<file path="src/rtl/des_pkg.sv">
// des_pkg: types and widths shared by the DES input loader, des_controller
// and the DES datapath.
//   asm_state_t : block-assembly FSM states
//   DES_BLOCK_W : DES block width in bits
//   DES_BYTE_W  : width of one received byte
package des_pkg;

  localparam int DES_BLOCK_W = 64;
  localparam int DES_BYTE_W  = 8;

  typedef enum logic {
    ASM_FILL  = 1'b0,
    ASM_STALL = 1'b1
  } asm_state_t;

endpackage

</file>
<file path="src/rtl/des_block_loader.sv">
// des_block_loader: packs USB receive bytes big-endian into DES blocks and
// holds each finished block for des_controller. Two registers are used. One
// assembles the next block while the other holds the current block.
// Ports:
//   clk, n_rst            clock, synchronous active-low reset
//   byte_in/byte_valid    incoming byte and its qualifier
//   byte_ready            byte accepted this cycle (state only)
//   encrypt_in            mode bit, sampled with the first byte of a block
//   clear                 synchronous flush of both registers
//   load                  controller takes the held block (1-cycle strobe)
//   full                  hold register valid
//   block_out             held block
//   encrypt_sync          mode of the held block
//   overrun               1-cycle pulse after a byte offered while stalled
//   fill_count            bytes currently in the assembly register (0..8)
module des_block_loader
  import des_pkg::*;
#(
  parameter int BLOCK_BYTES = 8
) (
  input  logic                    clk,
  input  logic                    n_rst,
  input  logic [DES_BYTE_W-1:0]   byte_in,
  input  logic                    byte_valid,
  output logic                    byte_ready,
  input  logic                    encrypt_in,
  input  logic                    clear,
  input  logic                    load,
  output logic                    full,
  output logic [BLOCK_BYTES*8-1:0] block_out,
  output logic                    encrypt_sync,
  output logic                    overrun,
  output logic [3:0]              fill_count
);

  localparam int BW = BLOCK_BYTES * 8;
  localparam logic [3:0] LAST_IDX = 4'(BLOCK_BYTES - 1);
  localparam logic [3:0] FULL_CNT = 4'(BLOCK_BYTES);

  asm_state_t        asm_state;
  logic [BW-1:0]     asm_reg;
  logic              asm_enc_reg;

  logic              accept;
  logic [BW-1:0]     asm_word;
  logic              asm_enc;

  // Ready depends on state only, so the upstream handshake never sees a
  // combinational path from load or byte_valid.
  assign byte_ready = (asm_state == ASM_FILL);
  assign accept     = byte_valid && byte_ready;

  // Word and mode as they would look with the current byte inserted. The
  // first byte of a block captures the mode for the whole block.
  assign asm_word = {asm_reg[BW-DES_BYTE_W-1:0], byte_in};
  assign asm_enc  = (fill_count == 4'd0) ? encrypt_in : asm_enc_reg;

  always_ff @(posedge clk) begin
    if (!n_rst || clear) begin
      asm_state    <= ASM_FILL;
      asm_reg      <= '0;
      asm_enc_reg  <= 1'b0;
      fill_count   <= 4'd0;
      full         <= 1'b0;
      block_out    <= '0;
      encrypt_sync <= 1'b0;
      overrun      <= 1'b0;
    end else begin
      overrun <= byte_valid && !byte_ready;

      case (asm_state)
        ASM_FILL: begin
          if (accept && fill_count == LAST_IDX) begin
            if (!full || load) begin
              // Hold is free now (or is freed by this load): the completed
              // word goes straight into hold and no cycle is lost.
              block_out    <= asm_word;
              encrypt_sync <= asm_enc;
              full         <= 1'b1;
              fill_count   <= 4'd0;
            end else begin
              asm_reg     <= asm_word;
              asm_enc_reg <= asm_enc;
              fill_count  <= FULL_CNT;
              asm_state   <= ASM_STALL;
            end
          end else begin
            if (accept) begin
              asm_reg     <= asm_word;
              asm_enc_reg <= asm_enc;
              fill_count  <= fill_count + 4'd1;
            end
            // A load on an empty hold simply leaves full at 0.
            if (load) begin
              full <= 1'b0;
            end
          end
        end

        ASM_STALL: begin
          // Stall implies hold is full; load swaps the waiting block in.
          if (load) begin
            block_out    <= asm_reg;
            encrypt_sync <= asm_enc_reg;
            full         <= 1'b1;
            fill_count   <= 4'd0;
            asm_state    <= ASM_FILL;
          end
        end

        default: asm_state <= ASM_FILL;
      endcase
    end
  end

endmodule

</file>
<file path="config.mk">
export PLATFORM = sky130hd
export DESIGN_NAME = des_block_loader
export DESIGN_NICKNAME = d
export VERILOG_FILES = /design/src/rtl/des_pkg.sv /design/src/rtl/des_block_loader.sv
export SDC_FILE = /design/constraint.sdc
export NUM_CORES = 1
export LEC_CHECK = 0
export CAP_MARGIN = 0
export CORE_MARGIN = 3
export CORE_UTILIZATION = 58
export CTS_CLUSTER_SIZE = 30
export DETAILED_ROUTE_END_ITERATION = 12
export PLACE_DENSITY_LB_ADDON = 0.15
export SLEW_MARGIN = 5
export SYNTH_ARGS = -nofsm -noshare
export SYNTH_HDL_FRONTEND = slang
export SYNTH_SLANG_ARGS = --single-unit
</file>
<file path="constraint.sdc">
create_clock -name clk -period 4.15 [get_ports clk]
set_clock_uncertainty 0.2 [all_clocks]
set_input_delay 1.245 -clock clk [delete_from_list [all_inputs] [get_ports clk]]
set_output_delay 1.245 -clock clk [all_outputs]
set_load 0.01 [all_outputs]
</file>
==> flow_metrics.tcl, run 1 <==
set metrics [dict create \
    final-setup-viol-count 0 \
    path_class "register to output pin" \
    fillers 673 \
    dp.cells 796 \
    max_freq_mhz 318.8 \
    cts.clk_slew.worst_paths_ps 60 \
    row_count 35 \
    dp_slack_ps 760.3 \
    fin_ws_ps 1013 \
    synth.top_cells.by_area "dfxtp_1 49%, mux2i_1 12%, nand2_1 8.7%" \
    grt_max_degree 129 \
    dp_hpwl_mm 7.465 \
    grt_antenna_before_repair 0 \
    insertion_delay_ps 530 \
    leakagePower_nw 2.077 \
    utilization_pct 75.22 \
    cp-end-kind "output pin" \
    synth_seq_cells 137 \
    die_area_mm2 0.01087 \
    cts_root_buf "clkbuf_8" \
    routed_wl_mm 12.21 \
    arrival_ps 1690 \
    dpl-instance-area_mm2 0.006427 \
    diodes 0 \
    drc 0 \
    postCtsSetupRepairBufs 0 \
    design_area_mm2 0.007017 \
    slew_headroom_pct 28.21 \
    final_cells 828 \
    peakVddDrop_mv 0.3607 \
    synthAdderAreaFrac_pct 0.4468 \
    power_frac_comb_pct 3.0 \
    tritoncts "built" \
    numCtsBuffers 17 \
    power.total_mw 2.899 \
    p_clk_share_pct 51.3 \
    final_net_count 702 \
    io_pins 86 \
    ctsResizeCount 0 \
    die_w_um 104.3 \
    power_density_mw_per_mm2 413.2 \
    synth.avg_cell_area_um2 8.889 \
    crit_fanout 10 \
    max_stage_delay_ps 620 \
    rsz0062_at_grt "no" \
    crit_path_start_kind "register" \
    hold_ws_ps 252.9 \
    synth_top_family_by_area "compound AO/OA/AOI/OAI gates" \
    async_flop_share_pct 0 \
    finalSetupTns_ps 0 \
    p_seq_share_pct 45.6 \
    grt_pass1_wl_mm 20.78 \
    dr.pass1.iters 4 \
    syn-cell-area_mm2 0.005600 \
    synth_xor_xnor_area_share_pct 0 \
    syn_nets 646 \
    clockBufferDepth 2 \
    critPathRequiredTime_ps 2700 \
    drt_iter0_markers 184 \
    io_buffers 85 \
    period_share_pct 75.59 \
    internal_power_mw 2.268 \
    vias 4531 \
    maxCapViolCount 0 \
    synth-edff-count 0 \
    switching_share_pct 21.76 \
    finalCriticalPeriod_ps 3137 \
    worstMarginPinSlew_ps 1077 \
    antenna_left 0 \
    critPathBufInv 1 \
    crit_family "buffers and inverters" \
    vias_per_cell 5.472 \
    globalplace.congestion 0.8107 \
    drive_gt1_share_pct 6.152 \
    grt_pass1_vias 4303 \
    drv_slew 0 \
    finalHoldViolations 0 \
    slowest_stage "clkdlybuf4s50_1" \
    synth.area.mux_share_pct 11.97 \
    cp_cell_sequence "clkdlybuf4s50_1" \
    cts_sinks 137 \
    synth_compound_area_share_pct 17.09 \
    yosysTopAreaCell "dfxtp_1" \
    hp-class "register to register" \
    synth_top_area_share_pct 48.97 \
    yosysUniqueCellTypes 37 \
    outcome "complete, no violations" \
    syn_inst 630 \
    htree_num_levels 4 \
    switching_power_mw 0.6309 \
    core_area_mm2 0.009328 \
    grt_use_total_pct 23.36 \
    start_util_pct 60.04 \
    yosys.area_share.simple_pct 15.77 \
    ys_seq_area_share_pct 48.97 \
    synthTopCellsByCount "137 x dfxtp_1, 130 x nand2_1, 70 x a21oi_1, 70 x nor2_1, 67 x mux2i_1" \
    ctsHoldBuffers 0 \
    yosysMostFrequentCell "dfxtp_1" \
    die_y_um 104.3 \
    yosys_warnings 0 \
    area_delta_synth_final_pct 25.29 \
    synth_ff_type "dfxtp_1" \
    grt_overflow_total 0 \
    wire_per_inst_um 14.74 \
]
==> kinds of logic (layout without fill, tap and decap cells) <==
logic type,count (synthesis),after routing
AOI/OAI and AO/OA,150,150
adders and majority gates,2,2
buffers and inverters,57,126
DFF,137,137
muxes,67,67
and+or+nand+nor,217,217
==> power groups by stage <==
stage	clock network (mW)	registers, mW	logic [mW]
final	1.49	1.32	0.0874
after global routing	1.57	1.32	0.0959
after CTS	1.51	1.32	0.0875
after detailed placement	0	1.35	0.0874
after global placement	0	1.35	0.0862
after floorplan	0	1.35	0.0595
==> final timing paths <==
kind                      start       endpoint  slack, ps  cells after the start
setup reg to reg  fill_count[0]   block_out[4]       1810                      6
hold reg to reg     asm_reg[56]    asm_reg[56]        250                      2
hold / removal      asm_reg[56]    asm_reg[56]        250                      2
setup / recovery  fill_count[2]  fill_count[2]       1010                      1
==> metal layers <==
layer	share of wire (%)	vias up	track usage, %
li1	-	2295	-
met2	50	104	39.07
met3	4.7	27	5.338
met1	43	2105	28.91
met4	2.3	0	9.877
met5	0	-	0
==> worst min-delay path: stages, from the launching register on <==
cell and delay, ps:
dfxtp_1 300, nand2_1 50, a21oi_1 50
==> layout make-up <==
type / count / area [um^2] / share of cell area [%]
Clock inverter: 14 / 171.4 / 2.443
Inverter: 3 / 11.26 / 0.1605
Timing Repair Buffer: 91 / 945.9 / 13.48
Tap cell: 129 / 161.4 / 2.300
Sequential cell: 137 / 2746 / 39.14
Clock buffer: 18 / 417.9 / 5.956
Multi-Input combinational cell: 436 / 2562 / 36.52
==> layout by cell type (no fill, tap or decap), drive strengths merged, types with 5 or more instances in the layout <==
master	synthesis	routed
a211oi	64	64
nor2	70	70
clkdlybuf4s50	0	85
dfxtp	137	137
nand2	130	130
buf	38	6
mux2i	67	67
clkbuf	16	18
inv	3	6
a21oi	71	71
clkinv	0	5
Note: power is estimated with default switching activity, not from simulation.
==> run 2, diff against run 1 <==
--- a/config.mk
+++ b/config.mk
@@ -7,7 +7,7 @@
 export LEC_CHECK = 0
 export CAP_MARGIN = 0
 export CORE_MARGIN = 3
-export CORE_UTILIZATION = 58
+export CORE_UTILIZATION = 54
 export CTS_CLUSTER_SIZE = 30
 export DETAILED_ROUTE_END_ITERATION = 12
 export PLACE_DENSITY_LB_ADDON = 0.15
==> constraint.sdc (replaced) <==
create_clock -name clk -period 3 [get_ports clk]
set_clock_uncertainty 0.2 [all_clocks]
set_input_delay 0.9 -clock clk [delete_from_list [all_inputs] [get_ports clk]]
set_output_delay 0.9 -clock clk [all_outputs]
set_load 0.01 [all_outputs]
==> flow_metrics.tcl, run 2 (synthesis gave the netlist of run 1 again) <==
set metrics [dict create \
    leakagePower_nw 2.124 \
    antenna_left 0 \
    arrival_ps 1770 \
    grt_antenna_before_repair 0 \
    grt_max_degree 73 \
    dp_slack_ps 146.7 \
    io_buffers 85 \
    cp-end-kind "output pin" \
    outcome "complete, no violations" \
    area_delta_synth_final_pct 26.92 \
    peakVddDrop_mv 0.4798 \
    dr.pass1.iters 4 \
    vias 4565 \
    cts_sinks 137 \
    globalplace.congestion 0.7884 \
    ctsHoldBuffers 0 \
    final_net_count 710 \
    io_pins 86 \
    htree_num_levels 4 \
    finalHoldViolations 0 \
    vias_per_cell 5.435 \
    wire_per_inst_um 14.81 \
    grt_overflow_total 0 \
    finalCriticalPeriod_ps 2868 \
    drive_gt1_share_pct 7.214 \
    maxCapViolCount 0 \
    ctsResizeCount 0 \
    die_area_mm2 0.01163 \
    drt_iter0_markers 205 \
    clockBufferDepth 2 \
    rsz0062_at_grt "no" \
    path_class "register to output pin" \
    cts.clk_slew.worst_paths_ps 60 \
    postCtsSetupRepairBufs 0 \
    layout_commonest_cell "dfxtp_1" \
    grt_use_total_pct 22.32 \
    start_util_pct 56.52 \
    period_share_pct 95.60 \
    insertion_delay_ps 510 \
    final_cell_mix "136 x dfxtp_1, 130 x nand2_1, 85 x clkdlybuf4s50_1" \
    hp-class "register to register" \
    slew_headroom_pct 37.19 \
    critPathRequiredTime_ps 1900 \
    max_freq_mhz 348.7 \
    row_count 36 \
    core_area_mm2 0.009910 \
    diodes 0 \
    power_density_mw_per_mm2 544.9 \
    power.total_mw 3.873 \
    cts_root_buf "clkbuf_8" \
    grt_pass1_wl_mm 20.67 \
    numCtsBuffers 17 \
    final-setup-viol-count 0 \
    fin_ws_ps 132.0 \
    routed_wl_mm 12.44 \
    drc 0 \
    finalSetupTns_ps 0 \
    crit_fanout 25 \
    worstMarginPinSlew_ps 942.1 \
    die_y_um 107.8 \
    drv_slew 0 \
    grt_pass1_vias 4319 \
    fillers 741 \
    die_w_um 107.8 \
    tritoncts "built" \
    dp_hpwl_mm 8.057 \
    crit_path_start_kind "register" \
]
==> run 2: path summary, 6_finish.rpt <==
| path | from | to | slack [ps] | cells past startpoint |
|---|---|---|---|---|
| max | asm_state | byte_ready | 130 | 2 |
| min | asm_reg[61] | asm_reg[61] | 260 | 2 |
| max reg2reg | asm_state | block_out[25] | 790 | 3 |
| min reg2reg | asm_reg[61] | asm_reg[61] | 260 | 2 |
==> run 2: per-layer routing <==
layer / routed length, um / GRT usage (%)
met5: 0 / 0
met1: 5485 / 28.13
met2: 6267 / 37.57
met4: 155 / 7.665
met3: 532 / 5.099
==> run 2: cell type report <==
cell class / instances / area [um^2] / share of cell area (%)
Clock buffer: 19 / 431.7 / 6.073
Clock inverter: 13 / 121.4 / 1.707
Inverter: 3 / 11.26 / 0.1584
Multi-Input combinational cell: 436 / 2562 / 36.05
Sequential cell: 137 / 2746 / 38.64
Tap cell: 133 / 166.4 / 2.341
Timing Repair Buffer: 99 / 1069 / 15.03
==> run 2: per-stage QoR <==
step	hold slack, ps	std cells	instance area (um^2)	utilization (%)
floorplan	236.0	630	5600	-
global placement	241.2	808	6555	66.15
detailed placement	248.2	808	6555	66.15
CTS	256.1	840	7108	71.73
global route	273.1	840	7108	71.73
finish	256.8	840	7108	71.73
==> run 2: critical path, stage by stage, from the launching register on <==
cell             delay (ps)
dfxtp_4                 570
inv_1                   180
clkdlybuf4s50_1         510
==> run 2: power breakdown <==
part	total [mW]	internal, mW	switching (mW)	leakage [nW]
sequential	1.83	1.82	0.00631	1.10
combinational	0.138	0.0560	0.0818	0.751
clock	1.90	1.13	0.778	0.269
total	3.87	3.01	0.866	2.12
